<file path="config.mk">
export PLATFORM = sky130hd
export DESIGN_NAME = ahb_s2m_mux_param
export DESIGN_NICKNAME = d
export VERILOG_FILES = /design/src/rtl/ahb_s2m_mux_param.sv
export SDC_FILE = /design/constraint.sdc
export NUM_CORES = 1
export LEC_CHECK = 0
export CAP_MARGIN = 20
export CORE_ASPECT_RATIO = 0.7
export CORE_UTILIZATION = 21
export CTS_CLUSTER_SIZE = 14
export DETAILED_ROUTE_END_ITERATION = 10
export GPL_TIMING_DRIVEN = 0
export PLACE_DENSITY = 0.82
export RECOVER_POWER = 50
export SYNTH_ARGS = -nofsm -noshare
export SYNTH_HDL_FRONTEND = slang
export SYNTH_SLANG_ARGS = --single-unit
</file>
<file path="constraint.sdc">
create_clock -name HCLK -period 2 [get_ports HCLK]
set_clock_uncertainty 0.2 [all_clocks]
set_input_delay 0.4 -clock HCLK [delete_from_list [all_inputs] [get_ports HCLK]]
set_output_delay 0.4 -clock HCLK [all_outputs]
set_load 0.01 [all_outputs]
</file>
<file path="src/rtl/ahb_s2m_mux_param.sv">
`default_nettype none
// +----------------------------------------------------------------------------+
// | Module : ahb_s2m_mux_param                                                 |
// | AHB slave-to-master response mux for NUM_SLAVES slaves with built-in       |
// | default slave; optional wait-state watchdog under `S2M_TIMEOUT_EN.         |
// | Rev    : 1.0                                                               |
// +----------------------------------------------------------------------------+
module ahb_s2m_mux_param #(
  parameter int NUM_SLAVES     = 3,
  parameter int DATA_WIDTH     = 32,
  parameter int RESP_WIDTH     = 2,
  parameter int TIMEOUT_CYCLES = 16
) (
  input  logic                             HCLK,
  input  logic                             HRESETn,
  input  logic [NUM_SLAVES-1:0]            HSEL,
  input  logic [1:0]                       HTRANS,
  input  logic [NUM_SLAVES*DATA_WIDTH-1:0] HRDATA_S,
  input  logic [NUM_SLAVES-1:0]            HREADYOUT_S,
  input  logic [NUM_SLAVES*RESP_WIDTH-1:0] HRESP_S,
  output logic [DATA_WIDTH-1:0]            HRDATA,
  output logic                             HREADY,
  output logic [RESP_WIDTH-1:0]            HRESP,
  output logic                             HTIMEOUT
);

  localparam logic [RESP_WIDTH-1:0] c_RESP_OKAY  = '0;
  localparam logic [RESP_WIDTH-1:0] c_RESP_ERROR = RESP_WIDTH'(1);

  typedef enum logic [1:0] {
    DS_IDLE = 2'd0,
    DS_ERR1 = 2'd1,
    DS_ERR2 = 2'd2
  } ds_state_t;

  ds_state_t               r_state;
  ds_state_t               w_state_nxt;
  logic [NUM_SLAVES-1:0]   r_sel_q;
  logic                    w_onehot;
  logic                    w_active;
  logic                    w_sel_any;
  logic                    w_expire;
  logic [DATA_WIDTH-1:0]   w_slv_data;
  logic                    w_slv_ready;
  logic [RESP_WIDTH-1:0]   w_slv_resp;

  assign w_onehot  = (HSEL != '0) && ((HSEL & (HSEL - NUM_SLAVES'(1))) == '0);
  assign w_active  = (HTRANS == 2'b10) || (HTRANS == 2'b11);
  assign w_sel_any = |r_sel_q;

  // r_sel_q is one-hot or zero, so an OR of the masked slaves is the mux
  always_comb begin
    w_slv_data  = '0;
    w_slv_ready = 1'b0;
    w_slv_resp  = '0;
    for (int i = 0; i < NUM_SLAVES; i++) begin
      if (r_sel_q[i]) begin
        w_slv_data  = w_slv_data | HRDATA_S[i*DATA_WIDTH +: DATA_WIDTH];
        w_slv_ready = w_slv_ready | HREADYOUT_S[i];
        w_slv_resp  = w_slv_resp | HRESP_S[i*RESP_WIDTH +: RESP_WIDTH];
      end
    end
  end

  assign HRDATA = w_slv_data;
  assign HREADY = w_sel_any ? w_slv_ready : (r_state != DS_ERR1);
  assign HRESP  = w_sel_any ? w_slv_resp
                            : ((r_state == DS_IDLE) ? c_RESP_OKAY : c_RESP_ERROR);

  always_ff @(posedge HCLK or negedge HRESETn) begin
    if (!HRESETn) begin
      r_sel_q <= '0;
    end else if (w_expire) begin
      r_sel_q <= '0;
    end else if (HREADY) begin
      r_sel_q <= w_onehot ? HSEL : '0;
    end
  end

  always_ff @(posedge HCLK or negedge HRESETn) begin
    if (!HRESETn) begin
      r_state <= DS_IDLE;
    end else begin
      r_state <= w_state_nxt;
    end
  end

  // ERR2 reuses the IDLE rule so consecutive bad transfers chain ERR1/ERR2
  always_comb begin
    w_state_nxt = r_state;
    if (w_expire) begin
      w_state_nxt = DS_ERR1;
    end else begin
      case (r_state)
        DS_ERR1: w_state_nxt = DS_ERR2;
        default: begin
          if (HREADY) begin
            w_state_nxt = (w_active && !w_onehot) ? DS_ERR1 : DS_IDLE;
          end
        end
      endcase
    end
  end

`ifdef S2M_TIMEOUT_EN
  localparam int c_TMO_W = $clog2(TIMEOUT_CYCLES + 1);

  logic [c_TMO_W-1:0] r_tmo_cnt;

  assign w_expire = w_sel_any && (r_tmo_cnt == c_TMO_W'(TIMEOUT_CYCLES));
  assign HTIMEOUT = w_expire;

  // HREADY low with a slave selected means that slave is inserting waits
  always_ff @(posedge HCLK or negedge HRESETn) begin
    if (!HRESETn) begin
      r_tmo_cnt <= '0;
    end else if (w_expire || HREADY) begin
      r_tmo_cnt <= '0;
    end else if (w_sel_any) begin
      r_tmo_cnt <= r_tmo_cnt + c_TMO_W'(1);
    end
  end
`else
  logic w_unused_tmo;

  assign w_expire     = 1'b0;
  assign HTIMEOUT     = 1'b0;
  assign w_unused_tmo = (TIMEOUT_CYCLES > 0);
`endif

endmodule
`default_nettype wire

</file>
==> flow_summary.ini <==
[worst_setup_path]
ff2ff_path_depth = 5
arrival_ns = 1.52
slowest_delay_ns = 0.43
cp_cell_sequence = buf_6, or3_4, and3_4, nor2_2, buf_2
crit_fanout = 5
r2r_end = r_sel_q[0]
r2r_start = r_sel_q[0]
critPathRequiredTime_ns = 1.40
crit_type = flip-flop to output port
rrSetupSlack_ns = 0.18
critPathCaptureType = output port
startpoint_type = flip-flop
cp_slowest_cell = or3_4

[drt]
vias = 1563
drcViolationCount = 0
wirelength_mm = 4.55
drtIter0Drc = 207
wl_per_cell_um = 14.5
via_per_inst = 4.96
detail-route-antenna-nets = 0
firstDrtPassIters = 7

[grt]
grt_use_met3_pct = 5.33
grt_max_degree = 11
grtUsageMet1_pct = 21.9
met2_usage_pct = 38.8
antenna_found_initial = 0
grt_overflow_total = 0
grt_pass1_wl_mm = 6.49
grt_use_total_pct = 19.8
grt_pass1_vias = 1454
global_route.peak_usage_layer = met2

[layout]
drive_above_1_share_pct = 24.9
fin_nets = 378
num_antenna_cells = 0
area_growth_pct = 183
fillCellCount = 334

[sta]
fin_crit_ns = 2.12
hold_viol_final = 0
rsz0062_at_grt = yes
maxSlewViolCount = 0
fin_ws_ns = -0.117
setup-violations-final = 7
hold-worst-slack_ns = 0.268
max_freq_ghz = 0.472
timing.final.crit_share_pct = 106

[status]
outcome = finished, violations left
violations = negative setup slack

[hold_path]
hold_path.class = input port to async pin

[die]
die_x_um = 77.4
rows = 18
ios = 148
die_h_um = 54.8
core_area_sq_mm = 0.00367
dieArea_sq_mm = 0.00424
start_util_pct = 22.8

[cts]
cts_inserted_buffers = 3
cts_hold_buf = 0
clock-sinks = 5
htreeDepth = 1
root_buffer = clkbuf_8
clock_latency_ns = 0.22
clk_pin_slew_ns = 0.04
cts_tree = done
cts_buffer_depth = 2

[power]
p_sw_share_pct = 44.7
power_frac_clock_pct = 7.3
p_leak_nw = 1.17
seq_power_share_pct = 7.5
power_density_mw_per_mm2 = 1070
power_switching_mw = 1.13
finalPower_mw = 2.53
pwr-share-comb_pct = 85.3
ir_drop_mv = 0.560
p_int_mw = 1.40

[synthesis]
syn_area_sq_um = 836
syn_inst = 111
yosys.cell_types.count = 25
synth-seq-cells = 5
yosysSeqAreaShare_pct = 15.0
avgSynthCellArea_sq_um = 7.53
yosysWarnings = 0
syn_nets = 223

[flow_run]
cap_violations = 0

[place]
dp_hpwl_mm = 3.61
gp_congestion = 0.768
io_buffers = 145
==> cell families (layout without fill, tap and decap cells) <==
| family | count (synthesis) | count (layout) | share of synthesized area (%) |
|---|---|---|---|
| compound gates | 40 | 40 | 48.1 |
| other cells | 1 | 1 | 0.449 |
| xor+xnor | 1 | 1 | 1.05 |
| simple gates | 16 | 16 | 10.8 |
| buf+inv | 47 | 201 | 23.5 |
| mux | 1 | 1 | 1.20 |
| flops | 5 | 5 | 15.0 |
==> layout by cell type, fill, tap and decap left out, drive strengths merged, types with 2 or more instances in the layout <==
cell,netlist,routed
dfrtp,5,5
nand2b,3,3
nand3,3,3
a222oi,34,34
clkdlybuf4s50,0,109
buf,8,51
o41ai,2,2
clkbuf,6,7
inv,33,33
nand2,3,3
nor2,2,2
==> sequential cells by signal, indices dropped and copies added, names as in the netlist <==
register / flops
r_sel_q: 3
r_state: 2
==> through the flow <==
step                      cells  TNS (ns)  setup slack, ns  utilization, %  instance area [sq um]
after floorplan             111         0           0.0827               -                    836
after global placement      306    -14.01           -0.625            64.0                   2350
after detailed placement    306    -14.52           -0.662            64.0                   2350
after CTS                   313    -0.553           -0.108            63.4                   2330
after global routing        315     -2.11           -0.163            64.3                   2360
final                       315    -0.333           -0.117            64.3                   2360
==> how the worst max path moves through the flow <==
stage / slack [ns] / endpoint / startpoint
final: -0.12 / HREADY / r_sel_q[0]
after global routing: -0.16 / HREADY / r_sel_q[0]
after CTS: -0.11 / HREADY / r_sel_q[1]
after detailed placement: -0.66 / HREADY / HREADYOUT_S[1]
after global placement: -0.62 / HREADY / HREADYOUT_S[1]
after floorplan: 0.08 / HREADY / r_sel_q[0]
==> Yosys cell counts <==
library cell | number | area [sq um]
and3_1 | 1 | 6.26
clkbuf_1 | 6 | 22.5
mux2i_1 | 1 | 10.0
nand3_1 | 3 | 15.0
buf_2 | 1 | 5.00
o2111ai_1 | 1 | 8.76
buf_4 | 1 | 7.51
nor3_1 | 1 | 5.00
nand2b_1 | 3 | 18.8
a22oi_1 | 1 | 7.51
o31ai_1 | 1 | 7.51
nand4_1 | 1 | 6.26
buf_1 | 4 | 15.0
o41ai_2 | 2 | 32.5
dfrtp_1 | 5 | 125
buf_6 | 2 | 22.5
or3b_2 | 1 | 8.76
nand2_1 | 3 | 11.3
or3_4 | 1 | 11.3
nor2_1 | 2 | 7.51
xnor2_1 | 1 | 8.76
conb_1 | 1 | 3.75
a21oi_1 | 1 | 5.00
a222oi_1 | 34 | 340
inv_1 | 33 | 124
==> power by group through the flow <==
stage | Clock (mW) | Combinational, mW | Sequential, mW
global route | 0.196 | 2.34 | 0.195
CTS | 0.187 | 2.08 | 0.195
finish | 0.184 | 2.16 | 0.189
global placement | 0 | 2.29 | 0.163
floorplan | 0 | 1.12 | 0.160
detailed placement | 0 | 2.31 | 0.164
==> critical path: cells and delay by family (launching register included) <==
kind,cells,cell delay [ns]
DFF,1,0.36
buffers and inverters,2,0.27
and+or+nand+nor,3,0.68
==> layout make-up <==
cell class                 instances  area [sq um]  area share, %
timing repair buffer             152          1340           56.7
multi-input combinational         59           534           22.6
buffer                            12           131           5.56
sequential                         5           126           5.35
inverter                          33           124           5.24
tap                               50          62.6           2.65
clock buffer                       4          45.0           1.91
==> routing by layer <==
| layer | vias up | share of wire [%] |
|---|---|---|
| met4 | 0 | 0.59 |
| met5 | - | 0 |
| li1 | 753 | - |
| met1 | 715 | 39 |
| met2 | 93 | 50 |
| met3 | 2 | 10 |
==> repair_timing <==
item	in CTS	in global routing
endpoints found under the hold margin	0	0
setup buffers	5	2
pin swaps	35	20
resized for setup	169	6
setup endpoints to repair	35	34
(Power assumes the default switching activity.)
